**src/rtl/csr_access_unit_pkg.sv**
```systemverilog
// -----------------------------------------------------------------------------
// kasumi_csr_pkg
// Shared definitions for the CSR access unit: machine-mode CSR addresses,
// Zicsr funct3 encodings, mstatus bit positions, the sequencer state enum and
// the mstatus rewrite helpers used on trap entry and MRET.
// -----------------------------------------------------------------------------
package kasumi_csr_pkg;

    localparam int CSR_ADDR_W = 12;
    localparam int CSR_DATA_W = 32;

    // Machine-mode CSR addresses touched by trap entry / MRET
    localparam logic [11:0] CSR_MSTATUS = 12'h300;
    localparam logic [11:0] CSR_MTVEC   = 12'h305;
    localparam logic [11:0] CSR_MEPC    = 12'h341;
    localparam logic [11:0] CSR_MCAUSE  = 12'h342;
    localparam logic [11:0] CSR_MTVAL   = 12'h343;

    // Zicsr funct3 encodings
    localparam logic [2:0] F3_RW  = 3'b001;
    localparam logic [2:0] F3_RS  = 3'b010;
    localparam logic [2:0] F3_RC  = 3'b011;
    localparam logic [2:0] F3_RWI = 3'b101;
    localparam logic [2:0] F3_RSI = 3'b110;
    localparam logic [2:0] F3_RCI = 3'b111;

    // mstatus bit positions
    localparam int MSTATUS_MIE    = 3;
    localparam int MSTATUS_MPIE   = 7;
    localparam int MSTATUS_MPP_LO = 11;
    localparam int MSTATUS_MPP_HI = 12;

    localparam logic [1:0] PRIV_M = 2'b11;

    typedef enum logic [3:0] {
        ST_IDLE      = 4'd0,
        ST_RD        = 4'd1,
        ST_WR        = 4'd2,
        ST_T_EPC     = 4'd3,
        ST_T_CAUSE   = 4'd4,
        ST_T_TVAL    = 4'd5,
        ST_T_STAT_RD = 4'd6,
        ST_T_STAT_WR = 4'd7,
        ST_M_EPC     = 4'd8,
        ST_M_STAT_RD = 4'd9,
        ST_M_STAT_WR = 4'd10,
        ST_DONE      = 4'd11
    } csr_state_e;

    // CSRs whose address top bits are 2'b11 are read-only
    function automatic logic is_read_only(input logic [11:0] num);
        return (num[11:10] == 2'b11);
    endfunction

    // Trap entry: stack MIE into MPIE, disable interrupts, previous mode = M
    function automatic logic [31:0] trap_mstatus(input logic [31:0] mstatus);
        logic [31:0] res;
        res                                = mstatus;
        res[MSTATUS_MPIE]                  = mstatus[MSTATUS_MIE];
        res[MSTATUS_MIE]                   = 1'b0;
        res[MSTATUS_MPP_HI:MSTATUS_MPP_LO] = PRIV_M;
        return res;
    endfunction

    // MRET: restore MIE from MPIE, set MPIE, MPP stays machine mode
    function automatic logic [31:0] mret_mstatus(input logic [31:0] mstatus);
        logic [31:0] res;
        res                                = mstatus;
        res[MSTATUS_MIE]                   = mstatus[MSTATUS_MPIE];
        res[MSTATUS_MPIE]                  = 1'b1;
        res[MSTATUS_MPP_HI:MSTATUS_MPP_LO] = PRIV_M;
        return res;
    endfunction

endpackage

```
**src/rtl/csr_access_unit_if.sv**
```systemverilog
// -----------------------------------------------------------------------------
// csr_access_unit_if
// Bus between the CSR access unit (master) and the CSR register file (slave):
// one combinational read port and one write port.
//   csr_addr   : read address            (master -> slave)
//   csr_rdata  : combinational read data (slave  -> master)
//   wb_csr     : write strobe            (master -> slave)
//   write_addr : write address           (master -> slave)
//   in_data    : write data              (master -> slave)
// -----------------------------------------------------------------------------
interface csr_access_unit_if;
    import kasumi_csr_pkg::*;

    logic [CSR_ADDR_W-1:0] csr_addr;
    logic [CSR_DATA_W-1:0] csr_rdata;
    logic                  wb_csr;
    logic [CSR_ADDR_W-1:0] write_addr;
    logic [CSR_DATA_W-1:0] in_data;

    modport master (
        output csr_addr,
        output wb_csr,
        output write_addr,
        output in_data,
        input  csr_rdata
    );

    modport slave (
        input  csr_addr,
        input  wb_csr,
        input  write_addr,
        input  in_data,
        output csr_rdata
    );

endinterface

```
**src/rtl/csr_access_unit_alu.sv**
```systemverilog
// -----------------------------------------------------------------------------
// csr_alu
// Combinational read-modify-write datapath for Zicsr instructions.
//   op           : funct3
//   src          : rs1 value or zero-extended zimm
//   src_is_zero  : rs1 index / zimm is zero (suppresses set/clear writes)
//   old_value    : current CSR contents
//   new_value    : value to write back
//   write_needed : the instruction performs a write
// -----------------------------------------------------------------------------
module csr_alu
    import kasumi_csr_pkg::*;
(
    input  logic [2:0]  op,
    input  logic [31:0] src,
    input  logic        src_is_zero,
    input  logic [31:0] old_value,
    output logic [31:0] new_value,
    output logic        write_needed
);

    // New value and write-needed flag per funct3
    always_comb begin
        new_value    = old_value;
        write_needed = 1'b0;
        case (op)
            F3_RW, F3_RWI: begin
                new_value    = src;
                write_needed = 1'b1;
            end
            F3_RS, F3_RSI: begin
                new_value    = old_value | src;
                write_needed = ~src_is_zero;
            end
            F3_RC, F3_RCI: begin
                new_value    = old_value & ~src;
                write_needed = ~src_is_zero;
            end
            default: begin
                new_value    = old_value;
                write_needed = 1'b0;
            end
        endcase
    end

endmodule

```
**src/rtl/csr_access_unit.sv**
```systemverilog
// -----------------------------------------------------------------------------
// csr_access_unit
// Sequencing master for the CSR register file. Runs Zicsr read-modify-write
// transactions, machine-mode trap entry and MRET over a single read port and
// a single write port.
//   clk, rst        : clock, asynchronous active-high reset
//   csr_req ..      : Zicsr request (op, number, source, source-is-zero)
//   trap_req ..     : trap entry request (pc, cause, tval)
//   mret_req        : MRET request
//   csr_bus         : CSR file bus (master modport)
//   busy            : transaction in progress
//   done            : one-cycle completion pulse
//   rd_data         : old CSR value of the last CSR operation
//   illegal         : qualifies done, write to a read-only CSR attempted
//   redirect        : qualifies done for trap entry / MRET
//   redirect_pc     : new PC, valid with redirect
// All outputs are registered: each is computed from the next state so it is
// valid for the whole cycle the FSM spends in the matching state. The read
// address therefore reaches the CSR file at the start of a read state and the
// combinational read data is captured at the end of it.
// -----------------------------------------------------------------------------
module csr_access_unit
    import kasumi_csr_pkg::*;
(
    input  logic                clk,
    input  logic                rst,
    input  logic                csr_req,
    input  logic [2:0]          csr_op,
    input  logic [11:0]         csr_num,
    input  logic [31:0]         csr_src,
    input  logic                src_is_zero,
    input  logic                trap_req,
    input  logic [31:0]         trap_pc,
    input  logic [31:0]         trap_cause,
    input  logic [31:0]         trap_tval,
    input  logic                mret_req,
    csr_access_unit_if.master   csr_bus,
    output logic                busy,
    output logic                done,
    output logic [31:0]         rd_data,
    output logic                illegal,
    output logic                redirect,
    output logic [31:0]         redirect_pc
);

    csr_state_e  state_r, state_next_s;
    // Second-cycle marker for the two-cycle mstatus read states
    logic        phase_r, phase_next_s;

    logic [2:0]  op_r;
    logic [11:0] num_r;
    logic [31:0] src_r;
    logic        src_zero_r;
    logic [31:0] cause_r;
    logic [31:0] tval_r;
    logic [31:0] mstatus_r;

    logic [31:0] alu_new_s;
    logic        alu_write_s;
    logic        read_only_s;

    logic [11:0] csr_addr_s,   csr_addr_r;
    logic        wb_csr_s,     wb_csr_r;
    logic [11:0] write_addr_s, write_addr_r;
    logic [31:0] in_data_s,    in_data_r;
    logic        busy_s,       busy_r;
    logic        done_s,       done_r;
    logic        illegal_s,    illegal_r;
    logic        redirect_s,   redirect_r;
    logic [31:0] rd_data_r;
    logic [31:0] redirect_pc_r;

    csr_alu u_alu (
        .op           (op_r),
        .src          (src_r),
        .src_is_zero  (src_zero_r),
        .old_value    (csr_bus.csr_rdata),
        .new_value    (alu_new_s),
        .write_needed (alu_write_s)
    );

    assign read_only_s = is_read_only(num_r);

    // State register
    always_ff @(posedge clk or posedge rst) begin
        if (rst) begin
            state_r <= ST_IDLE;
            phase_r <= 1'b0;
        end else begin
            state_r <= state_next_s;
            phase_r <= phase_next_s;
        end
    end

    // Next-state logic
    always_comb begin
        state_next_s = state_r;
        phase_next_s = 1'b0;
        case (state_r)
            ST_IDLE: begin
                if (trap_req) begin
                    state_next_s = ST_T_EPC;
                end else if (mret_req) begin
                    state_next_s = ST_M_EPC;
                end else if (csr_req) begin
                    state_next_s = ST_RD;
                end else begin
                    state_next_s = ST_IDLE;
                end
            end
            ST_RD: begin
                if (alu_write_s && !read_only_s) begin
                    state_next_s = ST_WR;
                end else begin
                    state_next_s = ST_DONE;
                end
            end
            ST_WR:        state_next_s = ST_DONE;
            ST_T_EPC:     state_next_s = ST_T_CAUSE;
            ST_T_CAUSE:   state_next_s = ST_T_TVAL;
            ST_T_TVAL:    state_next_s = ST_T_STAT_RD;
            ST_T_STAT_RD: begin
                // cycle 0 reads mstatus, cycle 1 reads mtvec
                if (!phase_r) begin
                    state_next_s = ST_T_STAT_RD;
                    phase_next_s = 1'b1;
                end else begin
                    state_next_s = ST_T_STAT_WR;
                end
            end
            ST_T_STAT_WR: state_next_s = ST_DONE;
            ST_M_EPC:     state_next_s = ST_M_STAT_RD;
            ST_M_STAT_RD: begin
                // held two cycles so MRET keeps the same read cadence as trap entry
                if (!phase_r) begin
                    state_next_s = ST_M_STAT_RD;
                    phase_next_s = 1'b1;
                end else begin
                    state_next_s = ST_M_STAT_WR;
                end
            end
            ST_M_STAT_WR: state_next_s = ST_DONE;
            ST_DONE:      state_next_s = ST_IDLE;
            default:      state_next_s = ST_IDLE;
        endcase
    end

    // Output decode for the state about to be entered
    always_comb begin
        csr_addr_s   = 12'h000;
        wb_csr_s     = 1'b0;
        write_addr_s = 12'h000;
        in_data_s    = 32'h0000_0000;
        case (state_next_s)
            ST_RD: begin
                csr_addr_s = csr_num;
            end
            ST_WR: begin
                wb_csr_s     = 1'b1;
                write_addr_s = num_r;
                in_data_s    = alu_new_s;
            end
            ST_T_EPC: begin
                // entered straight from IDLE, so the pc comes off the request
                wb_csr_s     = 1'b1;
                write_addr_s = CSR_MEPC;
                in_data_s    = trap_pc & 32'hFFFF_FFFC;
            end
            ST_T_CAUSE: begin
                wb_csr_s     = 1'b1;
                write_addr_s = CSR_MCAUSE;
                in_data_s    = cause_r;
            end
            ST_T_TVAL: begin
                wb_csr_s     = 1'b1;
                write_addr_s = CSR_MTVAL;
                in_data_s    = tval_r;
            end
            ST_T_STAT_RD: begin
                csr_addr_s = phase_next_s ? CSR_MTVEC : CSR_MSTATUS;
            end
            ST_T_STAT_WR: begin
                wb_csr_s     = 1'b1;
                write_addr_s = CSR_MSTATUS;
                in_data_s    = trap_mstatus(mstatus_r);
            end
            ST_M_EPC: begin
                csr_addr_s = CSR_MEPC;
            end
            ST_M_STAT_RD: begin
                csr_addr_s = CSR_MSTATUS;
            end
            ST_M_STAT_WR: begin
                wb_csr_s     = 1'b1;
                write_addr_s = CSR_MSTATUS;
                in_data_s    = mret_mstatus(mstatus_r);
            end
            default: begin
                csr_addr_s   = 12'h000;
                wb_csr_s     = 1'b0;
                write_addr_s = 12'h000;
                in_data_s    = 32'h0000_0000;
            end
        endcase
        busy_s     = (state_next_s != ST_IDLE);
        done_s     = (state_next_s == ST_DONE);
        illegal_s  = (state_r == ST_RD) && alu_write_s && read_only_s;
        redirect_s = (state_r == ST_T_STAT_WR) || (state_r == ST_M_STAT_WR);
    end

    // Output registers
    always_ff @(posedge clk or posedge rst) begin
        if (rst) begin
            csr_addr_r   <= 12'h000;
            wb_csr_r     <= 1'b0;
            write_addr_r <= 12'h000;
            in_data_r    <= 32'h0000_0000;
            busy_r       <= 1'b0;
            done_r       <= 1'b0;
            illegal_r    <= 1'b0;
            redirect_r   <= 1'b0;
        end else begin
            csr_addr_r   <= csr_addr_s;
            wb_csr_r     <= wb_csr_s;
            write_addr_r <= write_addr_s;
            in_data_r    <= in_data_s;
            busy_r       <= busy_s;
            done_r       <= done_s;
            illegal_r    <= illegal_s;
            redirect_r   <= redirect_s;
        end
    end

    // Request operand capture on accept (trap wins over MRET wins over CSR)
    always_ff @(posedge clk or posedge rst) begin
        if (rst) begin
            op_r       <= 3'b000;
            num_r      <= 12'h000;
            src_r      <= 32'h0000_0000;
            src_zero_r <= 1'b0;
            cause_r    <= 32'h0000_0000;
            tval_r     <= 32'h0000_0000;
        end else if (state_r == ST_IDLE) begin
            if (trap_req) begin
                cause_r <= trap_cause;
                tval_r  <= trap_tval;
            end else if (!mret_req && csr_req) begin
                op_r       <= csr_op;
                num_r      <= csr_num;
                src_r      <= csr_src;
                src_zero_r <= src_is_zero;
            end
        end
    end

    // Read data capture: old CSR value, mstatus snapshot, redirect target
    always_ff @(posedge clk or posedge rst) begin
        if (rst) begin
            rd_data_r     <= 32'h0000_0000;
            mstatus_r     <= 32'h0000_0000;
            redirect_pc_r <= 32'h0000_0000;
        end else begin
            if (state_r == ST_RD) begin
                rd_data_r <= csr_bus.csr_rdata;
            end
            if (((state_r == ST_T_STAT_RD) || (state_r == ST_M_STAT_RD)) && !phase_r) begin
                mstatus_r <= csr_bus.csr_rdata;
            end
            if ((state_r == ST_T_STAT_RD) && phase_r) begin
                redirect_pc_r <= csr_bus.csr_rdata & 32'hFFFF_FFFC;
            end else if (state_r == ST_M_EPC) begin
                redirect_pc_r <= csr_bus.csr_rdata;
            end
        end
    end

    assign csr_bus.csr_addr   = csr_addr_r;
    assign csr_bus.wb_csr     = wb_csr_r;
    assign csr_bus.write_addr = write_addr_r;
    assign csr_bus.in_data    = in_data_r;
    assign busy               = busy_r;
    assign done               = done_r;
    assign illegal            = illegal_r;
    assign redirect           = redirect_r;
    assign rd_data            = rd_data_r;
    assign redirect_pc        = redirect_pc_r;

endmodule

```
**src/flat_wrapper.sv**
```systemverilog
// flat-port wrapper written by rule: the top's interface ports become plain ports
module csr_access_unit_flat import kasumi_csr_pkg::*;
  (clk, rst, csr_req, csr_op, csr_num, csr_src, src_is_zero, trap_req, trap_pc, trap_cause, trap_tval, mret_req, busy, done, rd_data, illegal, redirect, redirect_pc, csr_bus_csr_addr, csr_bus_wb_csr, csr_bus_write_addr, csr_bus_in_data, csr_bus_csr_rdata);
  csr_access_unit_if csr_bus_i ();
  input  logic clk;
  input  logic rst;
  input  logic csr_req;
  input  logic [2:0] csr_op;
  input  logic [11:0] csr_num;
  input  logic [31:0] csr_src;
  input  logic src_is_zero;
  input  logic trap_req;
  input  logic [31:0] trap_pc;
  input  logic [31:0] trap_cause;
  input  logic [31:0] trap_tval;
  input  logic mret_req;
  output logic busy;
  output logic done;
  output logic [31:0] rd_data;
  output logic illegal;
  output logic redirect;
  output logic [31:0] redirect_pc;
  output wire logic [$bits(csr_bus_i.csr_addr)-1:0] csr_bus_csr_addr;
  output wire logic [$bits(csr_bus_i.wb_csr)-1:0] csr_bus_wb_csr;
  output wire logic [$bits(csr_bus_i.write_addr)-1:0] csr_bus_write_addr;
  output wire logic [$bits(csr_bus_i.in_data)-1:0] csr_bus_in_data;
  input wire logic [$bits(csr_bus_i.csr_rdata)-1:0] csr_bus_csr_rdata;
  assign csr_bus_csr_addr = csr_bus_i.csr_addr;
  assign csr_bus_wb_csr = csr_bus_i.wb_csr;
  assign csr_bus_write_addr = csr_bus_i.write_addr;
  assign csr_bus_in_data = csr_bus_i.in_data;
  assign csr_bus_i.csr_rdata = csr_bus_csr_rdata;
  csr_access_unit u_core (.clk(clk), .rst(rst), .csr_req(csr_req), .csr_op(csr_op), .csr_num(csr_num), .csr_src(csr_src), .src_is_zero(src_is_zero), .trap_req(trap_req), .trap_pc(trap_pc), .trap_cause(trap_cause), .trap_tval(trap_tval), .mret_req(mret_req), .csr_bus(csr_bus_i), .busy(busy), .done(done), .rd_data(rd_data), .illegal(illegal), .redirect(redirect), .redirect_pc(redirect_pc));
endmodule
```
**config.mk**
```make
export PLATFORM = sky130hd
export DESIGN_NAME = csr_access_unit_flat
export DESIGN_NICKNAME = d
export VERILOG_FILES = /design/src/rtl/csr_access_unit_pkg.sv /design/src/rtl/csr_access_unit_if.sv /design/src/rtl/csr_access_unit_alu.sv /design/src/rtl/csr_access_unit.sv /design/src/flat_wrapper.sv
export SDC_FILE = /design/constraint.sdc
export NUM_CORES = 1
export LEC_CHECK = 0
export CAP_MARGIN = 20
export CORE_UTILIZATION = 50
export CTS_CLUSTER_DIAMETER = 150
export DETAILED_ROUTE_END_ITERATION = 16
export PLACE_DENSITY = 0.92
export SYNTH_ARGS = -nofsm -noshare
export SYNTH_HDL_FRONTEND = slang
export SYNTH_HIERARCHICAL = 1
export SYNTH_SLANG_ARGS = --single-unit
```
**constraint.sdc**
```tcl
create_clock -name clk -period 14.2 [get_ports clk]
set_input_delay 1.42 -clock clk [delete_from_list [all_inputs] [get_ports clk]]
set_output_delay 1.42 -clock clk [all_outputs]
set_load 0.05 [all_outputs]
```
After elaboration in Yosys (flattened, before gate mapping)
Cells that the tools add are included.

storage, ports and cells
  register bits = 274
  bits in latches = 0
  memory bits (writable) = 0
  bits in read-only memories = 0
  bits of input ports = 181
  output and inout port bits = 125
  word-level logic and storage cells = 94
  memories kept = 0

operators by class
  add/subtract/negate cells = 0
  $mul = 0
  div/mod/pow operators = 0
  order comparisons = 0
  equal/unequal tests = 28
  shifts and indexed selects = 0
  muxes and demuxes = 18
  bitwise gates (word level) = 5
  reductions and logical operators = 24

operator list
  cell                  number
  $pmux W32 S6          1
  $pmux W32 S3          1
  $mux W32              2
  $pmux W12 S5          1
  $pmux W12 S4          1
  $pmux W4 S9           1
  $and A32 B32 Y32      1
  $eq A4 B3 Y1 const B  8
  $not A32 Y32          1
  $or A32 B32 Y32       1
  $eq A4 B4 Y1 const B  7
  $eq A4 B2 Y1 const B  4
  $mux W4               3
  $reduce_or A2 Y1      5
  $eq A3 B3 Y1 const B  3
  $eq A4 B1 Y1 const B  2
  $eq A3 B2 Y1 const B  2
  $logic_and A1 B1 Y1   6
  $reduce_or A6 Y1      1
  $mux W1               5
  $logic_not A4 Y1      1
  $reduce_bool A4 Y1    1
  $reduce_or A4 Y1      1
  $eq A3 B1 Y1 const B  1
  11 further kinds      15

Depth between registers and ports, before layout
  word-level depth = 9
  depth in mapped cells = 10
  gate-level depth less buffers = 7

By module
Netlist, hierarchy kept.

by module, submodules not included
  module           times used  cells an instance  area each (µm²)
  csr_access_unit  1           840                10891.7
  csr_alu          1           144                1006.0

Worst setup path before layout
No wires, ideal clock.

  path kind = in2reg
  from = in mret_req
  to = reg u_core.in_data_r[25], in the netlist u_core/csr_bus.in_data[25]
  setup time = 0.126 ns
  data arrival time = 2.598 ns
  required time = 14.074 ns
  slack = 11.476 ns
  stages = 6
  path buffers = 1
  path through = nand2b_1 a2111o_1 nand3_2 nor3_4 buf_6 a221o_1

on the way
  word-level cells in the longest chain between the ends = 5
  elaborated cells on any way between the ends = 10

RTL lines
  item                                  line                    source
  start: declaration                    flat_wrapper.sv:16      input logic mret_req;
  $mux W4 *                             csr_access_unit.sv:103  end else if (mret_req) begin
  $mux W4 *                             csr_access_unit.sv:101  if (trap_req) begin
  $pmux W4 S9 *                         csr_access_unit.sv:99   case (state_r)
  $eq A4 B4 Y1 (tied with other cells)  csr_access_unit.sv:154  case (state_next_s)
  $pmux W32 S6 *                        csr_access_unit.sv:154
  net u_core.in_data_s[25]              csr_access_unit.sv:65   logic [31:0] in_data_s, in_data_r;
  end signal: assignment                csr_access_unit.sv:226  in_data_r <= in_data_s;
  end: declaration                      csr_access_unit.sv:65

Mark *: on every way through the listed nets, which the timed path passes. The rest lies on a longest branch.
A chain may end at the register's enable or synchronous reset.

Final worst setup path
  from = reg u_core.op_r[1]
  to = reg u_core.in_data_r[20], in the netlist u_core/csr_bus.in_data[20]

on the way
  word-level cells in the longest chain between the ends = 8
  elaborated cells on any way between the ends = 22

RTL lines
  item                                                            line                       source
  start: declaration                                              csr_access_unit.sv:50      logic [2:0] op_r;
  start signal: assignment                                        csr_access_unit.sv:248     op_r <= csr_op;
  $eq A3 B2 Y1 (tied with other cells)                            csr_access_unit_alu.sv:26  case (op)
  $reduce_or A4 Y1 (no line) or $reduce_or A2 Y1 (tied branches)  --
  $pmux W1 S2 *                                                   csr_access_unit_alu.sv:26
  net u_core.alu_write_s                                          csr_access_unit.sv:59      logic alu_write_s;
  $logic_and A1 B1 Y1 *                                           csr_access_unit.sv:112     if (alu_write_s && !read_only_s) begin
  $mux W4 *                                                       csr_access_unit.sv:112
  $pmux W4 S9 *                                                   csr_access_unit.sv:99
  $eq A4 B4 Y1 (tied with other cells)                            csr_access_unit.sv:154
  $pmux W32 S6 *                                                  csr_access_unit.sv:154
  net u_core.in_data_s[20]                                        csr_access_unit.sv:65

Marked as above.

==> flow_summary.json <==
{
  "fin_crit_sh": 0.273,
  "drv_slew": 0,
  "netlist_area_mm2": 0.0119,
  "synthToLayoutAreaGrowth_pct": 34.4,
  "io_pins": 306,
  "peakVddDrop_uv": 183,
  "syn-num-nets": 1161,
  "synthCells": 980,
  "cts.sinks": 271,
  "die_w_um": 156,
  "layout-drive-gt1-share": 0.192,
  "setup_tns_ps": 0,
  "postCtsHoldBufs": 0,
  "fin_area_mm2": 0.0159,
  "wire_per_inst_um": 21.0,
  "first_pass_iters": 5,
  "antenna_found_initial": 3,
  "nets": 1435,
  "dp.cells": 1535,
  "port_buffers": 302,
  "critPathKind": "flip-flop to flip-flop",
  "die-area_mm2": 0.0243,
  "worst_slew_pin_slew_ps": 1100,
  "grt_pass1_wl_um": 51000,
  "syn_area_per_cell_um2": 12.1,
  "endpoint_kind": "flip-flop",
  "finalWirelength_um": 33300,
  "row_count": 55,
  "root_buffer": "clkbuf_16",
  "clk_pin_slew_ps": 60,
  "place.gp.congestion": 0.813,
  "cp.arrival_ps": 4340,
  "die_h_um": 156,
  "drv_cap": 0,
  "hp-class": "flip-flop to flip-flop",
  "avgViaCountPerCell": 5.62,
  "slew_headroom": 0.264,
  "rrSetupSlack_ps": 10320,
  "setup_violations": 0,
  "yosysWarnings": 6,
  "outcome": "finished clean",
  "crit_fanout": 67,
  "core_mm2": 0.0230,
  "start_kind": "flip-flop",
  "place_hpwl_um": 21700,
  "stdcell_count": 1588,
  "cts_setup_buffers": 0,
  "vias": 8922,
  "drt_iter0_drc": 544,
  "r2r_cells": 8,
  "grt.total_usage": 0.273,
  "start_util": 0.516,
  "grt_max_degree": 145,
  "skew_ps": 17.4,
  "ctsLongestPathBuffers": 3,
  "fmax_mhz": 258,
  "post_dp_cell_area_mm2": 0.0150,
  "finalHoldViolCount": 0,
  "ant_nets": 0,
  "worstSkewPairLatency_ps": 530,
  "finalPower_uw": 3890,
  "htreeDepth": 1,
  "p_per_area_mw_per_mm2": 244,
  "drcViolationCount": 0,
  "postCtsResizedCells": 0,
  "cts_buffers": 28,
  "rsz0062_at_grt": "false",
  "grt_pass1_vias": 9218,
  "fillerInstances": 1596,
  "cts_tree": "yes",
  "p_leak_uw": 0.00688,
  "grt.overflow.total": 0,
  "required_ps": 14660,
  "min_period_ps": 3880,
  "min_delay_path_depth": 1
}
layout by cell type, fill, tap and decap left out, types with 6 or more instances in the layout:
cell type and count:
a21oi_1 7, nor2_1 7, o21ai_1 10, nand2_1 151
clkbuf_8 7, clkbuf_1 6, clkdlybuf4s50_1 302, xnor2_1 32
and2_1 17, dfrtp_1 268, a21o_1 12, a22oi_2 15
clkbuf_16 29, buf_4 10, a221o_1 28, inv_1 40
o21ai_0 61, a22oi_1 45, mux2_2 156
worst paths after layout:
kind	from	end
max in group asynchronous	rst	u_core/tval_r[29]$_DFFE_PP0P_
min in group asynchronous	rst	u_core/rd_data[8]$_DFFE_PP0N_
worst min register to register	u_core/num_r[7]$_DFFE_PP0P_	u_core/num_r[7]$_DFFE_PP0P_
worst max-delay path	u_core/op_r[1]$_DFFE_PP0P_	u_core/csr_bus.in_data[20]$_DFF_PP0_
worst max register to register	u_core/op_r[1]$_DFFE_PP0P_	u_core/csr_bus.in_data[20]$_DFF_PP0_
worst min-delay path	u_core/num_r[7]$_DFFE_PP0P_	u_core/num_r[7]$_DFFE_PP0P_
metrics by stage:
step	utilization	setup slack [ps]	hold WS, ps
after detailed placement	0.652	9780	463
after global placement	0.652	9820	450
after floorplan	-	5310	438
after global routing	0.694	9990	488
final	0.694	10320	471
after CTS	0.691	10320	478
sequential cells by signal, indices dropped and copies added, names as in the netlist, 2 cells and up:
name,cells
u_core/csr_bus.write_addr,12
u_core/num_r,12
u_core/state_r,4
u_core/csr_bus.in_data,32
u_core/op_r,2
u_core/csr_bus.csr_addr,12
u_core/cause_r,32
u_core/redirect_pc,32
u_core/src_r,32
u_core/tval_r,32
u_core/mstatus_r,30
u_core/rd_data,32
layer usage:
layer  track usage  part of all wire
met1         0.332              0.38
met2         0.466              0.51
met3        0.0589             0.073
met4         0.120             0.040
met5             0                 0
layout make-up:
cell class / count / area (um2) / area share
sequential: 271 / 6790 / 0.426
multi-input combinational: 598 / 4540 / 0.285
timing repair buffer: 314 / 3150 / 0.198
clock buffer: 42 / 845 / 0.0530
tap: 313 / 392 / 0.0246
inverter: 41 / 161 / 0.0101
clock inverter: 6 / 58.8 / 0.00369
antenna: 3 / 7.51 / 0.000471
power by group:
part           internal (uW)  switching [uW]
Combinational            758            1010
Clock                    425             291
Sequential              1120             284
critical path, cell delays in order (launching register included):
cell and delay [ps]:
dfrtp_4 1030, nor2_1 70, a21oi_1 170, a21bo_2 270, a2111oi_0 470, o211ai_1 260
nor3_4 810, buf_4 480, a221o_1 210
No activity file was read; power rests on OpenSTA's default activity.
